File: src/rtl/move_frame_tx.sv
// move_frame_tx: queues completed moves from the board controller and
// streams each one to the UART transmitter as a 3-byte frame
// {header/high, low, xor checksum} over a valid/ready byte handshake.
module move_frame_tx #(
  parameter int         DEPTH = 4,
  parameter logic [1:0] HDR   = 2'b01
) (
  input  logic                     clk,
  input  logic                     reset,
  input  logic                     moved,
  input  logic [11:0]              output_packet,
  input  logic                     player,
  output logic [7:0]               tx_data,
  output logic                     tx_valid,
  input  logic                     tx_ready,
  output logic [$clog2(DEPTH):0]   fifo_count,
  output logic                     busy,
  output logic                     overflow
);

  localparam int AW = $clog2(DEPTH);

  typedef enum logic [1:0] {IDLE, B0, B1, B2} state_t;

  state_t          r_state;
  state_t          w_next_state;

  logic [12:0]     r_mem [DEPTH];
  logic [AW-1:0]   r_wr_ptr;
  logic [AW-1:0]   r_rd_ptr;
  logic [AW:0]     r_count;
  logic            r_overflow;

  logic [15:0]     r_frame;
  logic [7:0]      r_csum;
  logic [7:0]      r_tx_data;
  logic            r_tx_valid;

  logic            w_full;
  logic            w_empty;
  logic            w_pop;
  logic            w_push;
  logic            w_accept;
  logic [12:0]     w_head;
  logic [7:0]      w_head_b0;
  logic [7:0]      w_head_b1;
  logic [7:0]      w_tx_data_d;
  logic            w_tx_valid_d;

  // FIFO status and the frame bytes of the entry at the head.
  assign w_full    = (r_count == (AW+1)'(DEPTH));
  assign w_empty   = (r_count == '0);
  assign w_accept  = r_tx_valid && tx_ready;
  assign w_head    = r_mem[r_rd_ptr];
  assign w_head_b0 = {HDR, w_head[12], 1'b0, w_head[11:8]};
  assign w_head_b1 = w_head[7:0];
  // A pop in the same cycle frees a slot, so a push into a full FIFO
  // is still accepted when the FSM is popping.
  assign w_push    = moved && (!w_full || w_pop);

  assign tx_data    = r_tx_data;
  assign tx_valid   = r_tx_valid;
  assign fifo_count = r_count;
  assign busy       = (r_state != IDLE);
  assign overflow   = r_overflow;

  // Next-state and next-output decode for the frame sequencer.
  always_comb begin
    // NOTE: every signal gets a default first so no path can infer a latch.
    w_next_state = r_state;
    w_pop        = 1'b0;
    w_tx_valid_d = r_tx_valid;
    w_tx_data_d  = r_tx_data;
    case (r_state)
      IDLE: begin
        if (!w_empty) begin
          w_pop        = 1'b1;
          w_next_state = B0;
          w_tx_valid_d = 1'b1;
          w_tx_data_d  = w_head_b0;
        end
      end
      B0: begin
        if (w_accept) begin
          w_next_state = B1;
          w_tx_data_d  = r_frame[7:0];
        end
      end
      B1: begin
        if (w_accept) begin
          w_next_state = B2;
          w_tx_data_d  = r_csum;
        end
      end
      B2: begin
        if (w_accept) begin
          w_next_state = IDLE;
          w_tx_valid_d = 1'b0;
        end
      end
      default: begin
        w_next_state = IDLE;
        w_tx_valid_d = 1'b0;
      end
    endcase
  end

  // State register, registered byte interface and frame capture on pop.
  always_ff @(posedge clk or posedge reset) begin
    // NOTE: sequential state uses non-blocking assignments so every register
    // samples pre-edge values regardless of block ordering.
    if (reset) begin
      r_state    <= IDLE;
      r_tx_valid <= 1'b0;
      r_tx_data  <= '0;
      r_frame    <= '0;
      r_csum     <= '0;
    end else begin
      r_state    <= w_next_state;
      r_tx_valid <= w_tx_valid_d;
      r_tx_data  <= w_tx_data_d;
      if (w_pop) begin
        r_frame <= {w_head_b0, w_head_b1};
        r_csum  <= w_head_b0 ^ w_head_b1;
      end
    end
  end

  // FIFO pointers, occupancy count and sticky overflow flag.
  always_ff @(posedge clk or posedge reset) begin
    if (reset) begin
      r_wr_ptr   <= '0;
      r_rd_ptr   <= '0;
      r_count    <= '0;
      r_overflow <= 1'b0;
    end else begin
      if (w_push) r_wr_ptr <= r_wr_ptr + AW'(1);
      if (w_pop)  r_rd_ptr <= r_rd_ptr + AW'(1);
      case ({w_push, w_pop})
        2'b10:   r_count <= r_count + (AW+1)'(1);
        2'b01:   r_count <= r_count - (AW+1)'(1);
        default: r_count <= r_count;
      endcase
      if (moved && w_full && !w_pop) r_overflow <= 1'b1;
    end
  end

  // FIFO storage write port.
  always_ff @(posedge clk) begin
    // NOTE: storage is not reset; the pointers and count alone define
    // which entries are valid.
    if (w_push) r_mem[r_wr_ptr] <= {player, output_packet};
  end

endmodule

File: config.mk
export PLATFORM = sky130hd
export DESIGN_NAME = move_frame_tx
export DESIGN_NICKNAME = d
export VERILOG_FILES = /design/src/rtl/move_frame_tx.sv
export SDC_FILE = /design/constraint.sdc
export NUM_CORES = 1
export LEC_CHECK = 0
export CORE_MARGIN = 2
export CORE_UTILIZATION = 50
export DETAILED_ROUTE_END_ITERATION = 10
export GPL_ROUTABILITY_DRIVEN = 0
export MAX_ROUTING_LAYER = met4
export PLACE_DENSITY = 0.8
export SLEW_MARGIN = 25
export SYNTH_ARGS = -nofsm -noshare
export SYNTH_HDL_FRONTEND = slang
export SYNTH_SLANG_ARGS = --single-unit
File: constraint.sdc
create_clock -name clk -period 2.7 [get_ports clk]
set_input_delay 0.54 -clock clk [delete_from_list [all_inputs] [get_ports clk]]
set_output_delay 0.54 -clock clk [all_outputs]
set_load 0.02 [all_outputs]
### Word level (Yosys, flattened, before mapping)

Memories as Yosys holds them, arrays and structs flattened.
Index checks and enable logic that the tools add are counted.

* reductions and logical operators: 16
* equality and inequality tests: 10
* muxes and demuxes: 17
* bitwise gates (word level): 1
* add/subtract/negate cells: 4

Operators by type and width (number)
* 8-bit 2-to-1 mux: 3
* 8-bit one-hot mux with 3 select lines: 1
* 2-bit 2-to-1 mux: 4
* 2-bit != test (second input constant): 4
* 2-bit one-hot mux with 4 select lines: 1
* 4-bit AND reduction: 2
* 7-bit by 8-bit bitwise XOR with 8-bit output: 1
* 2-bit equality test (second input constant): 3
* 1-bit 2-to-1 mux: 6
* 3-bit one-hot mux with 2 select lines: 1
* 2-bit nonzero test: 3
* 2-bit by 1-bit adder with 2-bit output (second input constant): 2
* 2-bit by 1-bit equality test with 1-bit output (second input constant): 2
* 1-bit logical AND: 4
* 3-bit by 1-bit adder with 3-bit output (second input constant): 1
* 3-bit equality test (second input constant): 1
* 3-bit zero test: 1
* 3-bit AND reduction: 1
* 3-bit nonzero test: 1
* 3-bit by 1-bit subtractor with 3-bit output (second input constant): 1
* 1-bit zero test: 2
* 2-bit zero test: 1
* 1-bit one-hot mux with 2 select lines: 1
* 1-bit logical OR: 1

* register bits: 35
* memories kept: 1
* input bits: 17
* output and inout bits: 14
* memory bits (writable): 52

Memories
* r_mem: depth 4, width 13, rd ports 1, clocked after Yosys merged registers in 0, write ports 1, RTL line 28 `logic [12:0] r_mem [DEPTH];`

### Depth between registers and ports, before layout

Gate-level depths: netlist (run 1).

* depth in word-level cells: 7
* depth in mapped cells: 9

### Least setup slack after synthesis (run 1)

No wires, ideal clock.

* path kind: reg-to-reg
* start: register r_state[0]
* end: register r_count[2] (netlist: fifo_count[2])
* path slack: 0.627 ns
* stages on the path, launching flop included: 10
* period minus slack after synthesis: 2.073 ns
* arrival: 1.939 ns
* setup time: 0.133 ns
* path through: dfrtp_1 > inv_1 > ha_1 > o31ai_1 > nor2_1 > inv_1 > fa_1 > nor4b_1 > a21oi_1 > xnor2_1

* word-level cells in the longest chain between the ends: 6

RTL lines
* start, declared: RTL line 25 `state_t r_state;`
* start signal, assigned: RTL line 119 `r_state <= w_next_state;`
* 2-bit zero test (*): RTL line 74 `case (r_state)`
* 1-bit 2-to-1 mux (*): RTL line 74
* 1-bit logical OR: RTL line 59 `assign w_push = moved && (!w_full || w_pop);`
* 1-bit logical AND: RTL line 59
* 2-bit by 1-bit equality test with 1-bit output / 2-bit equality test (equally long branches): RTL line 139 `case ({w_push, w_pop})`
* 3-bit one-hot mux with 2 select lines / 2-bit nonzero test (equally long branches)
* end signal, assigned: RTL line 140 `2'b10: r_count <= r_count + (AW+1)'(1);`
* end signal, assigned: RTL line 141 `2'b01: r_count <= r_count - (AW+1)'(1);`
* end signal, assigned: RTL line 142 `default: r_count <= r_count;`
* end, declared: RTL line 31 `logic [AW:0] r_count;`

Mark *: on every way between the ends. The rest lies on a longest branch, timed or not.
A chain may end at the register's enable or synchronous reset.

### Final worst setup path (run 1)

* start: register r_state[0]
* end: output busy

* word-level cells in the longest chain between the ends: 1

RTL lines
* 2-bit nonzero test: RTL line 64 `assign busy = (r_state != IDLE);`
* end, declared: RTL line 17 `output logic busy,`

Every way passes these cells.

==> impl_metrics.ini, run 1 <==
[sta]
timing.hold.ws_ps = 467
period_needed_ps = 2350
final_max_slew_viol_count = 0
setup_tns_ps = 0
grt_setup_unrepaired = no
layout_setup_ws_ps = 351
skew_ps = 3.76
slew_headroom_pct = 50.2
setup_viol = 0
worst_pin_slew_ps = 748
fmaxAchievable_ghz = 0.426
hold_viol_final = 0
finalCritPeriodShare_pct = 87.0

[place]
postPlaceCellArea_mm2 = 0.00397
pre_cts_ws_ps = 387
hpwl_um = 3830
io_buffers = 30

[route]
drt-initial-drc-count = 86
routed_wl_um = 5660
via_per_inst = 5.07
vias = 1913
wl_per_cell_um = 15.0
first_pass_iters = 4
drc_errors = 0
drtAntennaViolNets = 0

[pwr]
p_per_area_mw_per_mm2 = 1230
ir_worst_vdd_uv = 488
p_leak_nw = 1.62

[floorplan]
num_rows = 30
die_w_um = 88.4
dieArea_mm2 = 0.00782
dieHeight_um = 88.4
start_util_pct = 52.1
io_pins = 31
core_mm2 = 0.00683

[critical_path]
start_kind = flip-flop
end_kind = primary output
rrSetupSlack_ps = 440
cp-endpoint = busy
cp.arrival_ps = 1810
r2r_start = r_state[0]
rr_endpoint = fifo_count[2]
required_ps = 2160
cp-startpoint = r_state[0]
crit_path_max_fanout = 5
reg2reg_depth = 9
crit_type = flip-flop to primary output

[logic_synthesis]
synthCells = 238
yosysWarnings = 0
synth_area_mm2 = 0.00356
avgSynthCellArea_um2 = 15.0
ys_types = 33
yosys.area.top_type = edfxtp_1
ys_ff_latch = 85
synth_fp_nets = 265
seq_area_frac_synth_pct = 67.0
synth_area_leaders = edfxtp_1 44%, dfrtp_1 23%, mux4_2 8.2%, nand2_1 4.5%, ha_1 3.2%
synth_top_area_share_pct = 43.8

[worst_hold_path]
hp-class = flip-flop to flip-flop
min_path_cells = 1

[cells_and_area]
final_layout_size_suffix_gt1_share_pct = 15.7
nFillCells = 533
area.growth.synth_to_final_pct = 18.2
nNetsFinal = 303
antennaDiodeCount = 0
final_common_cell = edfxtp_1
fin_area_mm2 = 0.00421
fin_util_pct = 61.6
most-common-layout-cells = 52 x edfxtp_1, 43 x nand2_1, 33 x dfrtp_1, 30 x clkdlybuf4s50_1, 13 x mux4_2

[clock_network]
clk_latency_ps = 350
htreeDepth = 3
cts_buffer_depth = 2
cts_hold_buffers = 0
post_cts_buffers = 0
cts_resized = 0
numCtsBuffers = 9
cts_tree = built
clkSlewWorstSetupHoldPaths_ps = 80
cts-root-buf = clkbuf_8
cts.sinks = 85

[global_routing]
grt-ovfl-total = 0
antenna_found_initial = 0
grtUsageTotal_pct = 17.1
grt_max_degree = 34
grt_pass1_vias = 1870
grt_pass1_wl_um = 9360

[status]
status = finished, final reports clean

[flow_run]
max-cap-violations = 0
[where the power goes]
group | internal, mW | total [mW] | switching, mW
Combinational | 0.961 | 2.02 | 1.06
Clock | 0.614 | 1.05 | 0.439
Sequential | 1.82 | 2.12 | 0.299
[cell type report]
type / count / area (um2) / area share [%]
inverters: 10 / 37.5 / 0.892
multi-input cells: 131 / 1060 / 25.1
clock buffers: 10 / 128 / 3.03
repair buffers: 39 / 368 / 8.74
clock inverters: 6 / 111 / 2.65
well taps: 96 / 120 / 2.85
flip-flops and latches: 85 / 2390 / 56.7
[flip-flops by register name, indices dropped and copies added (netlist names)]
register	cells
tx_valid	1
r_csum	8
r_mem	52
r_wr_ptr	2
tx_data	8
r_frame	6
r_state	2
r_rd_ptr	2
fifo_count	3
overflow	1
[routing by layer]
metal	wire (um)	GRT usage, %
met5	0	-
met4	108	7.02
met3	188	4.29
met2	2690	24.8
met1	2680	23.2
[synth_stat cells]
master and number:
a21o_1 3, a21oi_1 4, a22oi_1 6, a2bb2oi_1 1, and2_1 4, buf_2 5
buf_4 1, buf_6 4, clkbuf_1 2, dfrtp_1 33, edfxtp_1 52, fa_1 1
ha_1 9, inv_1 10, mux2_2 1, mux2i_1 2, mux4_2 13, nand2_1 43
nor2_1 4, nor2b_1 1, nor3_1 1, nor4b_1 1, nor4b_2 1, nor4b_4 1
o211ai_1 2, o21a_1 1, o21ai_0 7, o21ai_1 9, o21ai_2 3, o31a_1 1
o31ai_1 1, or3_1 1, xnor2_1 10
[worst max-delay path, stage by stage (launching register included)]
cell	delay, ps
dfrtp_1	390
inv_1	100
ha_1	290
inv_1	80
clkdlybuf4s50_1	590
[logic make-up after synthesis]
| family | Yosys count | synth area share, % |
|---|---|---|
| buffers and inverters | 22 | 3.44 |
| adders and majority gates | 10 | 3.72 |
| and+or+nand+nor | 57 | 7.48 |
| muxes | 16 | 9.10 |
| xor gates and xnor gates | 10 | 2.46 |
| DFF | 85 | 67.0 |
| AOI/OAI and AO/OA | 38 | 6.78 |
[worst min-delay path by stage]
stage / start / to
final: overflow / overflow
after global routing: overflow / overflow
after CTS: overflow / overflow
after detailed placement: overflow / overflow
after global placement: overflow / overflow
after floorplan: r_csum[4] / r_csum[4]
[through the flow]
step	instances	total power, mW
floorplan	238	3.64
global placement	361	4.12
detailed placement	361	4.20
CTS	377	5.26
global route	377	5.57
finish	377	5.19
Note: power is estimated with default switching activity, not from simulation.
==> run 2: changes to the inputs <==
CTS_BUF_LIST = sky130_fd_sc_hd__clkbuf_4 sky130_fd_sc_hd__clkbuf_8   (was not set)
==> impl_metrics.ini, run 2 (synthesis gave the netlist of run 1 again) <==
[floorplan]
core_mm2 = 0.00683
io_pins = 31
die_w_um = 88.4
num_rows = 30
dieHeight_um = 88.4
start_util_pct = 52.1
dieArea_mm2 = 0.00782

[cells_and_area]
final_layout_size_suffix_gt1_share_pct = 16.0
most-common-layout-cells = 52 x edfxtp_1, 43 x nand2_1, 33 x dfrtp_1, 30 x clkdlybuf4s50_1, 13 x mux4_2
largest_reg_flops = 52
nNetsFinal = 303
nFillCells = 532
final_common_cell = edfxtp_1
antennaDiodeCount = 0
regMostFlops = r_mem
area.growth.synth_to_final_pct = 18.3
layout.cells.non_filler = 377

[critical_path]
crit_family = buffers and inverters
rrSetupSlack_ps = 440
start_kind = flip-flop
cp.depth = 4
crit_chain = inv_1, ha_1, inv_1, clkdlybuf4s50_1
cp_slowest_stage_delay_ps = 590
reg2reg_depth = 9
required_ps = 2160
cp.arrival_ps = 1810
cpMostUsedCell = inv_1
cp-endpoint = busy
crit_path_top_delay_cell = clkdlybuf4s50_1
r2r_start = r_state[0]
end_kind = primary output
rr_endpoint = fifo_count[2]
crit_type = flip-flop to primary output
crit_path_max_fanout = 5
worst-path-buf-inv = 3
cp-startpoint = r_state[0]

[clock_network]
clkSlewWorstSetupHoldPaths_ps = 80
post_cts_buffers = 0
cts_resized = 0
numCtsBuffers = 9
cts.sinks = 85
cts_tree = built
cts-root-buf = clkbuf_8
htreeDepth = 3
cts_buffer_depth = 2
cts_hold_buffers = 0
clk_latency_ps = 350

[route]
wl_per_cell_um = 15.0
first_pass_iters = 4
drt-initial-drc-count = 82
routed_wl_um = 5670
vias = 1919
drc_errors = 0
via_per_inst = 5.09
drtAntennaViolNets = 0

[pwr]
p_per_area_mw_per_mm2 = 1240
p_leak_nw = 1.62
ir_worst_vdd_uv = 488
power_mw = 5.20

[sta]
final_max_slew_viol_count = 0
hold_viol_final = 0
period_needed_ps = 2350
setup_viol = 0
skew_ps = 3.83
worst_pin_slew_ps = 739
timing.hold.ws_ps = 467
setup_tns_ps = 0
slew_headroom_pct = 50.8
grt_setup_unrepaired = no
fmaxAchievable_ghz = 0.426
finalCritPeriodShare_pct = 87.0

[worst_hold_path]
hp-class = flip-flop to flip-flop

[flow_run]
max-cap-violations = 0

[global_routing]
grtUsageTotal_pct = 17.1
grt-ovfl-total = 0
antenna_found_initial = 0
grt_max_degree = 34
grt_pass1_vias = 1874
grt_pass1_wl_um = 9370

[place]
hpwl_um = 3830
io_buffers = 30
dp_cells = 361

[status]
status = finished, final reports clean
==> run 2: cell counts in the layout (fill, tap and decap cells not counted) <==
No cell type changed its count.
==> run 2: layer usage <==
layer	global-route usage [%]	up-vias	share of wire [%]
met5	-	-	0
met4	7.02	0	1.9
met3	4.29	13	3.1
met2	24.8	31	48
met1	23.3	944	47
li1	-	931	-
==> run 2: final cells by class <==
type                       instances  area, um2  share of cell area, %
clock buffer                      10        131                   3.12
clock inverter                     6        111                   2.64
inverter                          10       37.5                  0.891
multi-input combinational        131       1060                   25.1
sequential                        85       2390                   56.7
tap                               96        120                   2.85
timing repair buffer              39        368                   8.73
==> run 2: metrics by stage <==
stage                     instance area (um2)  util (%)  worst slack [ps]
after global placement                   3970      58.1               451
after floorplan                          3560         -               627
after CTS                                4210      61.7               331
after detailed placement                 3970      58.1               387
final                                    4210      61.7               352
after global routing                     4210      61.7               216
==> run 2: power breakdown <==
group / switching (mW) / internal, mW / leakage, nW
sequential: 0.300 / 1.82 / 0.877
combinational: 1.06 / 0.961 / 0.623
clock: 0.438 / 0.624 / 0.120
total: 1.80 / 3.40 / 1.62
==> run 2: worst reg2reg max path: cells and delay by family (launching register included) <==
| family | cells | cell delay, ps |
|---|---|---|
| fa+ha+maj | 2 | 690 |
| compound gates | 2 | 210 |
| flops | 1 | 410 |
| xor+xnor | 1 | 140 |
| buf+inv | 2 | 210 |
| simple gates | 2 | 480 |
==> run 2: worst min path at each step <==
stage	startpoint	endpoint	slack, ps	depth (start not counted)
floorplan	r_csum[4]	r_csum[4]	450	2
global placement	overflow	overflow	450	1
detailed placement	overflow	overflow	460	1
CTS	overflow	overflow	470	1
global route	overflow	overflow	490	1
finish	overflow	overflow	470	1
